### config.mk
export PLATFORM = sky130hd
export DESIGN_NAME = band_mixer
export DESIGN_NICKNAME = d
export VERILOG_FILES = /design/src/rtl/band_mixer_pkg.sv /design/src/rtl/band_mixer_mul_q.sv /design/src/rtl/band_mixer.sv
export SDC_FILE = /design/constraint.sdc
export NUM_CORES = 2
export LEC_CHECK = 0
export ABC_CLOCK_PERIOD_IN_PS = 11200
export CAP_MARGIN = 20
export CORE_UTILIZATION = 58
export CTS_BUF_LIST = sky130_fd_sc_hd__clkbuf_4 sky130_fd_sc_hd__clkbuf_8
export DETAILED_ROUTE_END_ITERATION = 8
export GPL_TIMING_DRIVEN = 1
export PLACE_DENSITY_LB_ADDON = 0.3
export SETUP_SLACK_MARGIN = 0.5
export SYNTH_ARGS = -nofsm -noshare
export SYNTH_HDL_FRONTEND = slang
export SYNTH_SLANG_ARGS = --single-unit
export TNS_END_PERCENT = 1
### constraint.sdc
create_clock -name clock -period 11.2 [get_ports clock]
set_input_delay 2.24 -clock clock [delete_from_list [all_inputs] [get_ports clock]]
set_output_delay 2.24 -clock clock [all_outputs]
set_load 0.05 [all_outputs]
### src/rtl/band_mixer_pkg.sv
// Shared constants, FSM encoding and saturation helper for the three-band mixer.
// Sample and gain words are signed Q8.14.
package band_mixer_pkg;

  localparam int unsigned DECIM = 14;
  localparam int unsigned MAGN  = 8;
  localparam int unsigned N     = DECIM + MAGN + 1;
  localparam int unsigned ACCW  = N + 2;

  localparam logic [N-1:0] GAIN_UNITY = 23'h004000;

  localparam logic signed [ACCW-1:0] SAT_MAX = {{(ACCW-N+1){1'b0}}, {(N-1){1'b1}}};
  localparam logic signed [ACCW-1:0] SAT_MIN = {{(ACCW-N+1){1'b1}}, {(N-1){1'b0}}};

  typedef enum logic [2:0] {
    StIdle,
    StMulB,
    StMulM,
    StMulA,
    StDone
  } state_e;

  typedef struct packed {
    logic         sat;
    logic [N-1:0] data;
  } sat_res_t;

  function automatic sat_res_t clamp(input logic signed [ACCW-1:0] v);
    sat_res_t r;
    if (v > SAT_MAX) begin
      r.sat  = 1'b1;
      r.data = SAT_MAX[N-1:0];
    end else if (v < SAT_MIN) begin
      r.sat  = 1'b1;
      r.data = SAT_MIN[N-1:0];
    end else begin
      r.sat  = 1'b0;
      r.data = v[N-1:0];
    end
    return r;
  endfunction

endpackage

### src/rtl/band_mixer_mul_q.sv
// Combinational signed N x N multiply, rescaled by an arithmetic shift back to Q8.14
// and narrowed to the accumulator width.
module band_mixer_mul_q
  import band_mixer_pkg::*;
(
  input  logic signed [N-1:0]    a_i,
  input  logic signed [N-1:0]    b_i,
  output logic signed [ACCW-1:0] prod_o
);

  logic signed [2*N-1:0] prod_full;

  assign prod_full = (2*N)'(a_i) * (2*N)'(b_i);
  assign prod_o    = ACCW'(prod_full >>> DECIM);

endmodule

### src/rtl/band_mixer.sv
// Three-band gain mixer: one shared multiplier scales low/mid/high over three cycles,
// then the saturated sum is registered onto out_data with a one-cycle out_valid.
module band_mixer
  import band_mixer_pkg::*;
(
  input  logic         clock,
  input  logic         reset,
  input  logic         sample_valid,
  input  logic [N-1:0] in_b,
  input  logic [N-1:0] in_m,
  input  logic [N-1:0] in_a,
  input  logic         gain_wr,
  input  logic [1:0]   gain_sel,
  input  logic [N-1:0] gain_data,
  output logic [N-1:0] out_data,
  output logic         out_valid,
  output logic         busy,
  output logic         sat,
  output logic         overrun
);

  state_e                  state_q, state_d;
  logic [2:0][N-1:0]       smp_q, smp_d;
  logic [2:0][N-1:0]       gain_q, gain_d;
  logic [2:0][N-1:0]       shadow_q, shadow_d;
  logic signed [ACCW-1:0]  acc_q, acc_d;
  logic [N-1:0]            out_data_q, out_data_d;
  logic                    out_valid_q, out_valid_d;
  logic                    busy_q, busy_d;
  logic                    sat_q, sat_d;
  logic                    overrun_q, overrun_d;

  logic signed [N-1:0]     mul_a, mul_b;
  logic signed [ACCW-1:0]  term, acc_sum;
  sat_res_t                clamp_res;

  band_mixer_mul_q u_mul (
    .a_i    (mul_a),
    .b_i    (mul_b),
    .prod_o (term)
  );

  // Operand select follows the FSM; the shadow copy keeps mid-mix gain writes invisible.
  always_comb begin
    mul_a = smp_q[0];
    mul_b = shadow_q[0];
    case (state_q)
      StMulM: begin
        mul_a = smp_q[1];
        mul_b = shadow_q[1];
      end
      StMulA: begin
        mul_a = smp_q[2];
        mul_b = shadow_q[2];
      end
      default: ;
    endcase
  end

  assign acc_sum   = acc_q + term;
  assign clamp_res = clamp(acc_sum);

  always_comb begin
    state_d     = state_q;
    smp_d       = smp_q;
    gain_d      = gain_q;
    shadow_d    = shadow_q;
    acc_d       = acc_q;
    out_data_d  = out_data_q;
    out_valid_d = 1'b0;
    busy_d      = busy_q;
    sat_d       = 1'b0;
    overrun_d   = overrun_q | (sample_valid & (state_q != StIdle));

    if (gain_wr) begin
      case (gain_sel)
        2'd0:    gain_d[0] = gain_data;
        2'd1:    gain_d[1] = gain_data;
        2'd2:    gain_d[2] = gain_data;
        default: ;
      endcase
    end

    case (state_q)
      StIdle: begin
        if (sample_valid) begin
          smp_d    = {in_a, in_m, in_b};
          shadow_d = gain_q;
          acc_d    = '0;
          busy_d   = 1'b1;
          state_d  = StMulB;
        end
      end
      StMulB: begin
        acc_d   = acc_sum;
        state_d = StMulM;
      end
      StMulM: begin
        acc_d   = acc_sum;
        state_d = StMulA;
      end
      // Final product folds straight into the clamp so out_valid lands in the DONE cycle.
      StMulA: begin
        acc_d       = acc_sum;
        out_data_d  = clamp_res.data;
        sat_d       = clamp_res.sat;
        out_valid_d = 1'b1;
        state_d     = StDone;
      end
      StDone: begin
        busy_d  = 1'b0;
        state_d = StIdle;
      end
      default: begin
        busy_d  = 1'b0;
        state_d = StIdle;
      end
    endcase
  end

  always_ff @(posedge clock or negedge reset) begin
    if (!reset) begin
      state_q     <= StIdle;
      smp_q       <= '0;
      gain_q      <= {3{GAIN_UNITY}};
      shadow_q    <= {3{GAIN_UNITY}};
      acc_q       <= '0;
      out_data_q  <= '0;
      out_valid_q <= 1'b0;
      busy_q      <= 1'b0;
      sat_q       <= 1'b0;
      overrun_q   <= 1'b0;
    end else begin
      state_q     <= state_d;
      smp_q       <= smp_d;
      gain_q      <= gain_d;
      shadow_q    <= shadow_d;
      acc_q       <= acc_d;
      out_data_q  <= out_data_d;
      out_valid_q <= out_valid_d;
      busy_q      <= busy_d;
      sat_q       <= sat_d;
      overrun_q   <= overrun_d;
    end
  end

  assign out_data  = out_data_q;
  assign out_valid = out_valid_q;
  assign busy      = busy_q;
  assign sat       = sat_q;
  assign overrun   = overrun_q;

endmodule
=== Word level (Yosys, flattened, before mapping) ===
Index checks and enable logic that the tools add are counted.

* Register bits after elaboration: 262
* Bits in latches: 0
* Bits in writable memories: 0
* Bits in read-only memories: 0
* Bits of input ports: 98
* Output and inout port bits: 27
* Word-level logic and storage cells: 52
* Memories kept: 0

* Add/sub/neg operators: 1
* Multipliers: 1
* Div/mod/pow operators: 0
* Magnitude comparators: 2
* Equality and inequality tests: 6
* Shift operators: 0
* Muxes and demuxes: 12
* Bitwise logic cells: 3
* Reduce and logical (&&, ||, !) cells: 11

{| class="wikitable"
|+ Operators with widths
! kind !! number
|-
| one-hot mux 23 bit (2 select lines) || 2
|-
| one-hot mux 25 bit (2 select lines) || 1
|-
| 2-to-1 mux 24 bit || 2
|-
| multiplier 23 x 23 -> 39 bit || 1
|-
| adder 25 bit || 1
|-
| greater-than comparator 25 x 23 -> 1 bit, second input constant || 1
|-
| less-than comparator 25 x 23 -> 1 bit, second input constant || 1
|-
| 2-to-1 mux 25 bit || 1
|-
| one-hot mux 3 bit (4 select lines) || 1
|-
| AND reduction 2 bit || 6
|-
| == test 3 x 2 -> 1 bit, second input constant || 2
|-
| == test 3 x 1 -> 1 bit, second input constant || 1
|-
| logical NOT 3 bit || 1
|-
| 2-to-1 mux 1 bit || 3
|-
| 2-to-1 mux 3 bit || 1
|-
| nonzero test 3 bit || 1
|-
| OR reduction 3 bit || 1
|-
| == test 2 x 1 -> 1 bit, second input constant || 1
|-
| == test 2 bit, second input constant || 1
|-
| logical NOT 2 bit || 1
|-
| inequality test 2 bit, second input constant || 1
|-
| one-hot mux 1 bit (2 select lines) || 1
|-
| nonzero test 2 bit || 1
|-
| bitwise AND 1 bit || 1
|-
| 2 further kinds || 2
|}

=== Depth between registers and ports, before layout ===
* Depth after elaboration: 8
* Mapped depth: 47
* Gate-level depth less buffers: 40

=== Cells and area by module ===
From an unflattened synthesis, not the netlist that was laid out.

* Cells, all modules: 2891
* Area, all modules: 29349.4 um^2

{| class="wikitable"
|+ By module, submodules not included
! module !! instances !! cells an instance !! area each (um^2) !! seq. area each (um^2)
|-
| band_mixer_mul_q || 1 || 1885 || 17122.7 || 0.0
|-
| band_mixer || 1 || 1006 || 12226.7 || 6563.8
|}

=== Least setup slack after synthesis ===
Ideal clock, no wire load.

* Path type: register to register
* Start point: register state_q[2]
* End point: register out_data_q[14], in the netlist out_data[14]
* Library setup time: 0.124 ns
* Arrival time: 10.404 ns
* Required time: 11.076 ns
* Setup slack: 0.672 ns
* Stages on the path, launching flop included: 45
* Path buffers: 6
* Clock period less this slack: 10.528 ns
* Cells stage by stage: dfrtp_1 nand2b_1 buf_2 buf_2 clkbuf_1 clkbuf_1 nand2_1 o21ai_1 clkbuf_1 nand2_1 fa_1 inv_1 fa_1 inv_1 fa_1 fa_1 inv_1 fa_1 [... 9 more ...] a2bb2oi_2 a21oi_1 o21ai_0 nand2b_1 xor2_1 ha_1 a21o_1 a21o_1 a21o_1 a21o_1 a21o_1 a2111oi_0 nor3_1 xor2_1 or2_2 and3_4 buf_4 a211o_1

* Cells in the longest elaborated chain, start to end: 7
* Elaborated cells on any way between the ends: 10
* Classes of those cells: add/sub (1); mul (1); order compare (2); eq/ne (2); mux (4)

{| class="wikitable"
|+ Ends and longest elaborated chain
! what !! line !! RTL
|-
| from (decl) || band_mixer.sv:22 || <nowiki>state_e state_q, state_d;</nowiki>
|-
| from (signal assigned) || band_mixer.sv:123 || <nowiki>state_q <= StIdle;</nowiki>
|-
| from (signal assigned) || band_mixer.sv:134 || <nowiki>state_q <= state_d;</nowiki>
|-
| == test 3 x 2 -> 1 bit (on tied branches) || band_mixer.sv:47, band_mixer.sv:84 ||
|-
| one-hot mux 23 bit (2 select lines) || band_mixer.sv:47 || <nowiki>case (state_q)</nowiki>
|-
| multiplier 23 x 23 -> 39 bit || band_mixer_mul_q.sv:13 || <nowiki>assign prod_full = (2*N)'(a_i) * (2*N)'(b_i);</nowiki>
|-
| adder 25 bit || band_mixer.sv:60 || <nowiki>assign acc_sum = acc_q + term;</nowiki>
|-
| less-than comparator 25 x 23 -> 1 bit || band_mixer_pkg.sv:33 || <nowiki>end else if (v < SAT_MIN) begin</nowiki>
|-
| 2-to-1 mux 24 bit || band_mixer_pkg.sv:33 ||
|-
| 2-to-1 mux 24 bit || band_mixer_pkg.sv:30 || <nowiki>if (v > SAT_MAX) begin</nowiki>
|-
| to (signal assigned) || band_mixer.sv:139 || <nowiki>out_data_q <= out_data_d;</nowiki>
|-
| to (decl) || band_mixer.sv:27 || <nowiki>logic [N-1:0] out_data_q, out_data_d;</nowiki>
|}

Parallel ways exist; a longest one is shown, timed or not.
A chain may end at the register's enable or synchronous reset.

=== Worst setup path in the final report ===
* Start point: register state_q[1]
* End point: register out_data_q[3], in the netlist out_data[3]

Same word-level chain as after synthesis.

==> impl_metrics.ini <==
[cts]
clkTransAtPathRegs_ps = 60
clkSinkCount = 262
htreeDepth = 2
cts_made_buffers = 42
root_buffer = clkbuf_8
clk_latency_ps = 630
cts_hold_buf = 0
cts_tree = built
cts_buffer_depth = 3

[grt]
grt_pass1_wl_mm = 122
grtUsageTotal = 0.319
grt_pass1_vias = 22200
antenna_found_initial = 1
grt_max_degree = 97
grt.overflow.total = 0

[hold_path]
hp-class = flop to flop
min_path_cells = 1
whs_endpoint = overrun$_DFF_PN0_
min_from = overrun$_DFF_PN0_

[critical_path]
critPathMaxStageDelay_ps = 620
cp-start-kind = flop
worstReg2RegStart = state_q[1]$_DFFE_PN0N_
reg2reg_depth = 38
crit_top_cell = fa_1
critPathKind = flop to flop
critPathRequiredTime_ps = 11680
rrSetupSlack_ps = 760
worstPathArrival_ps = 10920
crit_fanout = 43
worst_setup_path_end_kind = flop
cp_slowest_cell = o21a_1
r2r-end = out_data[3]$_DFFE_PN0N_

[synth]
syn-cell-area_sq_um = 28900
synth_area_leader_cell = fa_1
synth_warnings = 0
syn_inst = 2893
yosys-top-cells-area = fa_1 34%, dfrtp_1 22%, mux2_2 8.1%
yosysUniqueCellTypes = 65
synth.avg_cell_area_sq_um = 10.0
synth_seq_cells = 262
synthDominantCellAreaShare = 0.337
syn-num-nets = 3615
ys.flop_type = dfrtp_1
ys_async_sr_fraction = 1.00
synth_edf_count = 0
synth-seq-area-share = 0.227

[route]
firstDrtPassIters = 8
num_vias = 21100
vias_per_cell = 5.64
postRouteAntennaNets = 0
drtIter0Drc = 1806
routed_wl_mm = 78.4
wl_per_cell_um = 21.0
post-route-drc-count = 0

[sta]
setup_viol = 0
worst_pin_slew_ps = 1150
rsz0062_at_grt = no
finalClockSkew_ps = 26.3
period_share = 0.932
hold_viol_final = 0
slew_violations = 0
max_slew_margin = 0.236
setup_tns_ps = 0
period_needed_ps = 10440
fmax_mhz = 95.8

[final_layout]
nets = 3763
final_area_sq_um = 32400
drive_above_1_share = 0.149
syn2layout_area_growth_pct = 12.1

[placement]
dpl_cell_area_sq_um = 31200
numPortBuffers = 124
dp.final_hpwl_mm = 62.0
gp_congestion = 1.07

[floorplanning]
die_h_um = 225
row_count = 81
coreArea_sq_um = 49100
die_area_sq_um = 50800
die_width_um = 225
start_util = 0.590
ios = 125

[flow_run]
cap_violations = 0

[run_status]
status = complete, no violations
## state kept, by name, summed over array words and instances (netlist names), 3 cells and up
signal	cells
acc_q	25
state_q	3
gain_q	69
shadow_q	69
out_data	23
smp_q	69
## layer usage
| layer | wire (um) | global-route usage |
|---|---|---|
| met1 | 30300 | 0.418 |
| met2 | 37200 | 0.509 |
| met4 | 3570 | 0.133 |
| met3 | 7260 | 0.0767 |
| met5 | 0 | 0 |
## cells in the mapped netlist, drive strengths merged, types with 25 or more instances
master / n
clkbuf: 108
mux2: 212
ha: 137
xnor2: 55
o21ai: 77
mux2i: 46
a21oi: 46
fa: 487
a21o: 31
a211oi: 25
inv: 579
dfrtp: 256
o21a: 33
nand2: 328
nor2: 299
## layout make-up
type | instances | area (sq um)
timing repair buffer | 229 | 2140
antenna | 1 | 2.50
sequential | 262 | 6570
fill | 3885 | 16600
inverter | 579 | 2170
tap | 664 | 831
clock buffer | 68 | 842
multi-input combinational | 1927 | 19800
clock inverter | 9 | 77.6
## worst max-delay path by stage
stage	start	endpoint	slack, ps
after detailed placement	state_q[0]$_DFFE_PN0N_	out_data[2]$_DFFE_PN0N_	380
after global placement	state_q[0]$_DFFE_PN0N_	out_data[8]$_DFFE_PN0N_	530
after floorplan	state_q[2]$_DFFE_PN0N_	out_data[14]$_DFFE_PN0N_	670
final	state_q[1]$_DFFE_PN0N_	out_data[3]$_DFFE_PN0N_	760
after CTS	state_q[2]$_DFFE_PN0N_	out_data[3]$_DFFE_PN0N_	530
after global routing	state_q[2]$_DFFE_PN0N_	out_data[3]$_DFFE_PN0N_	430
## cells in the final DEF (no fill, tap or decap), drive strengths merged, types with 2 or more instances in the layout
cell type,netlist,routed
inv,579,582
fa,487,487
nand2,328,328
nor2,299,299
dfrtp,256,256
mux2,212,212
ha,137,137
clkdlybuf4s50,0,123
buf,20,106
o21ai,77,77
clkbuf,108,68
xnor2,55,55
mux2i,46,46
a21oi,46,46
o21a,33,33
a21o,31,31
a211oi,25,25
nand2b,17,20
o22ai,18,18
a211o,16,16
xor2,16,16
nand3,11,11
and2,9,9
nor3,9,9
nor2b,7,7
a221o,6,6
dfstp,6,6
clkinv,0,6
nand4,4,4
and3,4,4
or3,3,3
or2,3,3
nand3b,3,3
o21bai,3,3
o31ai,2,2
a2bb2oi,2,2
## worst max-delay path, delay by kind of cell, from the launching register on
kind | cells | cell delay, ps
buf+inv | 6 | 610
compound gates | 15 | 3130
xor+xnor | 3 | 730
flops | 1 | 590
fa+ha+maj | 9 | 4020
simple gates | 5 | 1180
## stage by stage
stage	std cells	utilization	hold WS, ps	worst slack, ps
after floorplan	2893	-	446	672
after global placement	3643	0.637	456	534
after detailed placement	3643	0.637	461	382
after CTS	3721	0.656	475	530
after global routing	3739	0.661	500	433
final	3739	0.661	470	763
## repair_timing
action,in CTS,in global routing
gates cloned,1,2
setup endpoints to repair,22,25
setup buffers,0,13
gates resized for setup,5,23
pin swaps,0,3
## kinds of logic (layout without fill, tap and decap cells)
group / count (synthesis) / in the layout / synth area share
xor gates and xnor gates: 71 / 71 / 0.0227
buffers and inverters: 707 / 885 / 0.0938
adders and majority gates: 624 / 624 / 0.396
and+or+nand+nor: 701 / 704 / 0.0973
muxes: 258 / 258 / 0.0998
AOI/OAI and AO/OA: 270 / 270 / 0.0636
other: 0 / 1 / 0
DFF: 262 / 262 / 0.227
Power is left out: the tool's default activity adds up to more than one toggle a clock period on the data nets, which glitch-free logic cannot reach.
